File: config.mk
export PLATFORM = sky130hd
export DESIGN_NAME = veri_risc
export DESIGN_NICKNAME = d
export VERILOG_FILES = /design/src/rtl/veri_risc_pkg.sv /design/src/rtl/veri_risc_memory.sv /design/src/rtl/veri_risc.sv
export SDC_FILE = /design/constraint.sdc
export NUM_CORES = 1
export LEC_CHECK = 0
export CORE_UTILIZATION = 30
export DETAILED_ROUTE_END_ITERATION = 8
export GPL_TIMING_DRIVEN = 0
export PLACE_DENSITY = 0.43
export SLEW_MARGIN = 40
export SYNTH_ARGS = -nofsm -noshare
export SYNTH_HDL_FRONTEND = slang
export SYNTH_SLANG_ARGS = --single-unit
File: constraint.sdc
create_clock -name clk -period 3.38 [get_ports clk]
set_input_delay 0.676 -clock clk [delete_from_list [all_inputs] [get_ports clk]]
set_output_delay 0.676 -clock clk [all_outputs]
set_load 0.05 [all_outputs]
File: src/rtl/veri_risc_pkg.sv
// Shared constants, opcode/phase encodings and ALU helper for the veri_risc accumulator CPU.
package veri_risc_pkg;

  localparam int unsigned DWIDTH    = 8;
  localparam int unsigned AWIDTH    = 5;
  localparam int unsigned OWIDTH    = 3;
  localparam int unsigned MEM_DEPTH = 32;

  typedef enum logic [OWIDTH-1:0] {
    HLT = 3'd0,
    SKZ = 3'd1,
    ADD = 3'd2,
    AND = 3'd3,
    XOR = 3'd4,
    LDA = 3'd5,
    STO = 3'd6,
    JMP = 3'd7
  } opcode_e;

  typedef enum logic [2:0] {
    INST_ADDR  = 3'd0,
    INST_FETCH = 3'd1,
    INST_LOAD  = 3'd2,
    IDLE       = 3'd3,
    OP_ADDR    = 3'd4,
    OP_FETCH   = 3'd5,
    ALU_OP     = 3'd6,
    STORE      = 3'd7
  } phase_e;

  // Accumulator result for the store phase; non-ALU opcodes leave acc unchanged.
  function automatic logic [DWIDTH-1:0] alu_calc(
    input opcode_e           op,
    input logic [DWIDTH-1:0] acc,
    input logic [DWIDTH-1:0] data
  );
    logic [DWIDTH-1:0] res;
    res = acc;
    case (op)
      ADD:     res = DWIDTH'(acc + data);
      AND:     res = acc & data;
      XOR:     res = acc ^ data;
      LDA:     res = data;
      default: res = acc;
    endcase
    return res;
  endfunction

endpackage

File: src/rtl/veri_risc_memory.sv
// 32x8 unified instruction/data memory: combinational read, synchronous write.
module veri_risc_memory
  import veri_risc_pkg::*;
(
  input  logic              clk_i,
  input  logic              we_i,
  input  logic [AWIDTH-1:0] addr_i,
  input  logic [DWIDTH-1:0] wdata_i,
  output logic [DWIDTH-1:0] rdata_o
);

  logic [DWIDTH-1:0] memo [0:MEM_DEPTH-1];

  assign rdata_o = memo[addr_i];

  always_ff @(posedge clk_i) begin
    if (we_i) begin
      memo[addr_i] <= wdata_i;
    end
  end

endmodule

File: src/rtl/veri_risc.sv
// Eight-phase accumulator CPU: controller, pc, ir, accumulator and ALU around a shared memory.
module veri_risc
  import veri_risc_pkg::*;
(
  input  logic clk,
  input  logic rst,
  output logic halt
);

  phase_e            phase_q, phase_d;
  logic [AWIDTH-1:0] pc_q, pc_d;
  logic [DWIDTH-1:0] ir_q, ir_d;
  logic [DWIDTH-1:0] acc_q, acc_d;

  opcode_e           opcode_c;
  logic [AWIDTH-1:0] mem_addr_c;
  logic [DWIDTH-1:0] mem_rdata_c;
  logic              mem_we_c;
  logic              zero_c;
  logic              halt_c;

  assign opcode_c   = opcode_e'(ir_q[DWIDTH-1:AWIDTH]);
  assign zero_c     = (acc_q == '0);
  assign halt_c     = (phase_q == OP_ADDR) && (opcode_c == HLT);
  assign halt       = halt_c;
  assign mem_addr_c = (phase_q < OP_ADDR) ? pc_q : ir_q[AWIDTH-1:0];
  // Reset aborts an in-flight store so memory is never touched by reset.
  assign mem_we_c   = (phase_q == STORE) && (opcode_c == STO) && !rst;

  veri_risc_memory memory_inst (
    .clk_i   (clk),
    .we_i    (mem_we_c),
    .addr_i  (mem_addr_c),
    .wdata_i (acc_q),
    .rdata_o (mem_rdata_c)
  );

  always_ff @(posedge clk) begin
    if (rst) begin
      phase_q <= INST_ADDR;
      pc_q    <= '0;
      ir_q    <= '0;
      acc_q   <= '0;
    end else begin
      phase_q <= phase_d;
      pc_q    <= pc_d;
      ir_q    <= ir_d;
      acc_q   <= acc_d;
    end
  end

  // Phase sequencing and per-phase datapath updates.
  always_comb begin
    phase_d = phase_e'(phase_q + 3'd1);
    pc_d    = pc_q;
    ir_d    = ir_q;
    acc_d   = acc_q;
    case (phase_q)
      INST_LOAD: begin
        ir_d = mem_rdata_c;
      end
      OP_ADDR: begin
        if (opcode_c == HLT) begin
          phase_d = OP_ADDR;
        end else begin
          pc_d = AWIDTH'(pc_q + 5'd1);
        end
      end
      ALU_OP: begin
        if ((opcode_c == SKZ) && zero_c) begin
          pc_d = AWIDTH'(pc_q + 5'd1);
        end
        if (opcode_c == JMP) begin
          pc_d = ir_q[AWIDTH-1:0];
        end
      end
      STORE: begin
        acc_d = alu_calc(opcode_c, acc_q, mem_rdata_c);
      end
      default: begin
      end
    endcase
  end

endmodule

==> results.json <==
{
  "critPathLaunchType": "register",
  "synth-compound-area-share_pct": 6.92,
  "pre_cts_slack_ps": -1060,
  "layout-drive-gt1-share_pct": 21.4,
  "dr.pass1.iters": 5,
  "status": "finished, violations left",
  "finalPower_uw": 7830,
  "timing_hold_violations_final": 0,
  "crit_arrival_ps": 4430,
  "p_leak_uw": 0.00484,
  "synth_cell_type_count": 60,
  "yosys.area_share.simple_pct": 7.65,
  "hp-class": "reg2reg",
  "grt_max_degree": 37,
  "vias": 7249,
  "design_area_mm2": 0.0143,
  "synth_area_mm2": 0.0120,
  "rows": 72,
  "met3_usage_pct": 3.37,
  "worstHoldStart": "phase_q[0]$_SDFF_PP0_",
  "routed_wirelength_um": 35300,
  "drv_cap": 0,
  "area_delta_synth_final_pct": 19.3,
  "ys_seq_area_share_pct": 68.0,
  "ctsRootBufferMaster": "clkbuf_16",
  "fp.dieW_um": 202,
  "gp_congestion": 0.821,
  "path_class": "reg2reg",
  "yosysWarnings": 0,
  "worstMarginPinSlew_ps": 753,
  "relSlewSlack_pct": 49.3,
  "power.density_mw_per_mm2": 547,
  "hold_depth": 1,
  "hpwl_um": 22900,
  "critPathSlowestCell": "or4_4",
  "clkSinkCount": 280,
  "die_h_um": 202,
  "drc": 0,
  "grt_pass1_vias": 7205,
  "synth_edf_count": 256,
  "wl_per_cell_um": 24.9,
  "setup_slack_ps": -606,
  "drv_slew": 0,
  "cp_max_fo": 6,
  "first_iter_violations": 711,
  "fmax_mhz": 251,
  "io_pins": 3,
  "gr-max-usage-layer": "met2",
  "r2r_slack_ps": -610,
  "reg2regPathDepth": 18,
  "fin_crit_sh_pct": 118,
  "vias_per_cell": 5.13,
  "cts.clk_slew.worst_paths_ps": 60,
  "dpl-instance-area_mm2": 0.0129,
  "violations": "setup timing",
  "synth.ff_latch_count": 280,
  "use_met2_pct": 27.5,
  "clk_path_buf_depth": 3,
  "grt_pass1_wl_um": 51000,
  "n_antenna_cell": 0,
  "cts_buffers": 31,
  "period_minus_slack_ps": 3990,
  "worstPathRequired_ps": 3830,
  "coreArea_mm2": 0.0391,
  "ant_nets": 0,
  "grt-ovfl-total": 0,
  "grt_usage_pct": 17.4,
  "ir_drop_mv": 0.361,
  "syn_inst": 819,
  "antenna_found_initial": 0,
  "synth_async_sr_flop_share_pct": 0,
  "synth_top_family_by_area": "multiplexers",
  "htreeDepth": 1,
  "die_area_mm2": 0.0408,
  "final_nets": 891,
  "worstReg2RegStart": "phase_q[2]$_SDFF_PP0_",
  "cp-end-kind": "register",
  "synthAdderAreaFrac_pct": 1.52,
  "synth_fp_nets": 835,
  "io_buffers": 1,
  "path_cells": "buf_6 > mux2_4 > buf_12 > buf_12 > buf_8 > buf_6 > mux2i_1 > mux2i_1 > o22ai_2 > or4_4 > inv_2 > ha_4 > o21ai_2 > o21bai_1 > a2111o_1 > a211o_1 > a32oi_1 > o21ai_1",
  "synthFlopType": "edfxtp_1",
  "rsz0062_at_grt": "true",
  "use_met1_pct": 24.1,
  "start_util_pct": 30.7,
  "r2r-end": "acc_q[7]$_SDFFE_PP0P_",
  "fin_setup_tns_ps": -2450,
  "clk_latency_ps": 570,
  "cts_tree": "yes",
  "fin_skew_ps": 9.57,
  "holdWs_ps": 471,
  "setup_violations": 7,
  "hold_end": "phase_q[0]$_SDFF_PP0_",
  "crit_path_max_incr_delay_ps": 610,
  "synthMuxAreaShare_pct": 13.0,
  "synth_xor_area_share_pct": 0.292,
  "syn_area_per_cell_um2": 14.7
}
## flip-flops by register name (all words and copies together) (netlist names)
signal / count
memory_inst.memo: 256
acc_q: 8
ir_q: 8
pc_q: 5
phase_q: 3
## layout by cell type, fill, tap and decap left out, types with 4 or more instances in the layout
cell       count
edfxtp_1     256
mux2i_1      124
nand2_1       69
clkbuf_16     31
o22ai_1       25
nor2_2        25
buf_4         24
a21oi_1       21
o21ai_0       21
nand3_1       18
dfxtp_1       15
nand2b_1      14
nor2_1        14
clkbuf_1      13
buf_6         12
buf_2         10
nand4_1        9
ha_1           9
a32oi_1        8
mux4_2         8
o21ai_1        8
dfxtp_2        8
inv_1          7
nor2_4         7
nand3b_1       7
clkinv_2       7
clkinv_1       7
buf_12         6
mux2i_2        6
nor2b_1        5
o22a_1         4
or4_4          4
nor4_1         4
o211ai_1       4
ha_4           4
buf_16         4
## layer usage
metal / part of all wire, % / routed length (um) / vias up
met3: 5.7 / 1990 / 51
met4: 2.9 / 1030 / 0
met1: 46 / 16100 / 3694
met2: 46 / 16100 / 211
li1: - / - / 3293
met5: 0 / 0 / -
## Yosys cell counts, types with 3 or more instances
| library cell | count | area, um^2 |
|---|---|---|
| a21oi_1 | 24 | 120 |
| buf_6 | 4 | 45.0 |
| nand4_1 | 9 | 56.3 |
| nor4_1 | 4 | 25.0 |
| nand2_1 | 71 | 267 |
| o22ai_1 | 27 | 169 |
| nor2_1 | 46 | 173 |
| nor3_1 | 3 | 15.0 |
| nor2b_1 | 5 | 31.3 |
| inv_1 | 10 | 37.5 |
| nand3_1 | 18 | 90.1 |
| buf_1 | 4 | 15.0 |
| ha_1 | 13 | 163 |
| o22a_1 | 5 | 43.8 |
| clkbuf_1 | 12 | 45.0 |
| mux4_2 | 8 | 180 |
| xnor2_1 | 3 | 26.3 |
| o21ai_1 | 3 | 15.0 |
| mux2i_1 | 133 | 1330 |
| o21ai_0 | 27 | 135 |
| nand2b_1 | 14 | 87.6 |
| o211ai_1 | 4 | 30.0 |
| buf_2 | 12 | 60.1 |
| a22oi_1 | 6 | 45.0 |
| nand3b_1 | 7 | 52.6 |
| a32oi_1 | 8 | 70.1 |
| buf_4 | 11 | 82.6 |
| dfxtp_1 | 24 | 480 |
| edfxtp_1 | 256 | 7690 |
| a31oi_1 | 3 | 18.8 |
| or4_1 | 6 | 45.0 |
## final cells by class
type,count,area (um^2)
buffer,40,344
clock buffer,35,791
clock inverter,19,168
fill,3787,24800
inverter,10,40.0
multi-input combinational,484,3830
sequential,280,8180
tap,518,648
timing repair buffer,28,315
## how the worst max path moves through the flow
stage                                     start                    end  slack [ps]  depth (start not counted)
after floorplan           phase_q[2]$_SDFF_PP0_  acc_q[7]$_SDFFE_PP0P_        -130                         17
after global placement    phase_q[2]$_SDFF_PP0_  acc_q[7]$_SDFFE_PP0P_       -1080                         15
after detailed placement  phase_q[2]$_SDFF_PP0_  acc_q[7]$_SDFFE_PP0P_       -1060                         15
after CTS                 phase_q[2]$_SDFF_PP0_  acc_q[7]$_SDFFE_PP0P_        -690                         17
after global routing      phase_q[2]$_SDFF_PP0_  acc_q[7]$_SDFFE_PP0P_        -710                         18
final                     phase_q[2]$_SDFF_PP0_  acc_q[7]$_SDFFE_PP0P_        -610                         18
## cells by family after synthesis
family	after synthesis
buf+inv	55
fa+ha+maj	14
simple gates	193
xor+xnor	4
flops	280
compound gates	128
mux	145
## critical path, delay by kind of cell (launching register included)
kind,cells,cell delay [ps]
compound gates,7,1260
fa+ha+maj,1,200
buf+inv,6,780
flops,1,350
mux,3,650
simple gates,1,610
## power by group
part           leakage (uW)  switching, uW  internal [uW]
clock network      0.000472           1370           1890
logic               0.00158            471            321
registers           0.00279           30.5           3750
## timing repair
action	in CTS	in global routing
pin swaps	23	15
setup endpoints to repair	144	160
setup buffers	20	4
resized for setup	56	32
hold buffers	0	0
## through the flow
step	util, %	cells
3_3_place_gp	32.5	1338
5_1_grt	36.6	1414
6_report	36.6	1414
4_1_cts	36.2	1412
2_1_floorplan	-	819
3_5_place_dp	32.9	1342
Power figures use the tool's default switching activity.
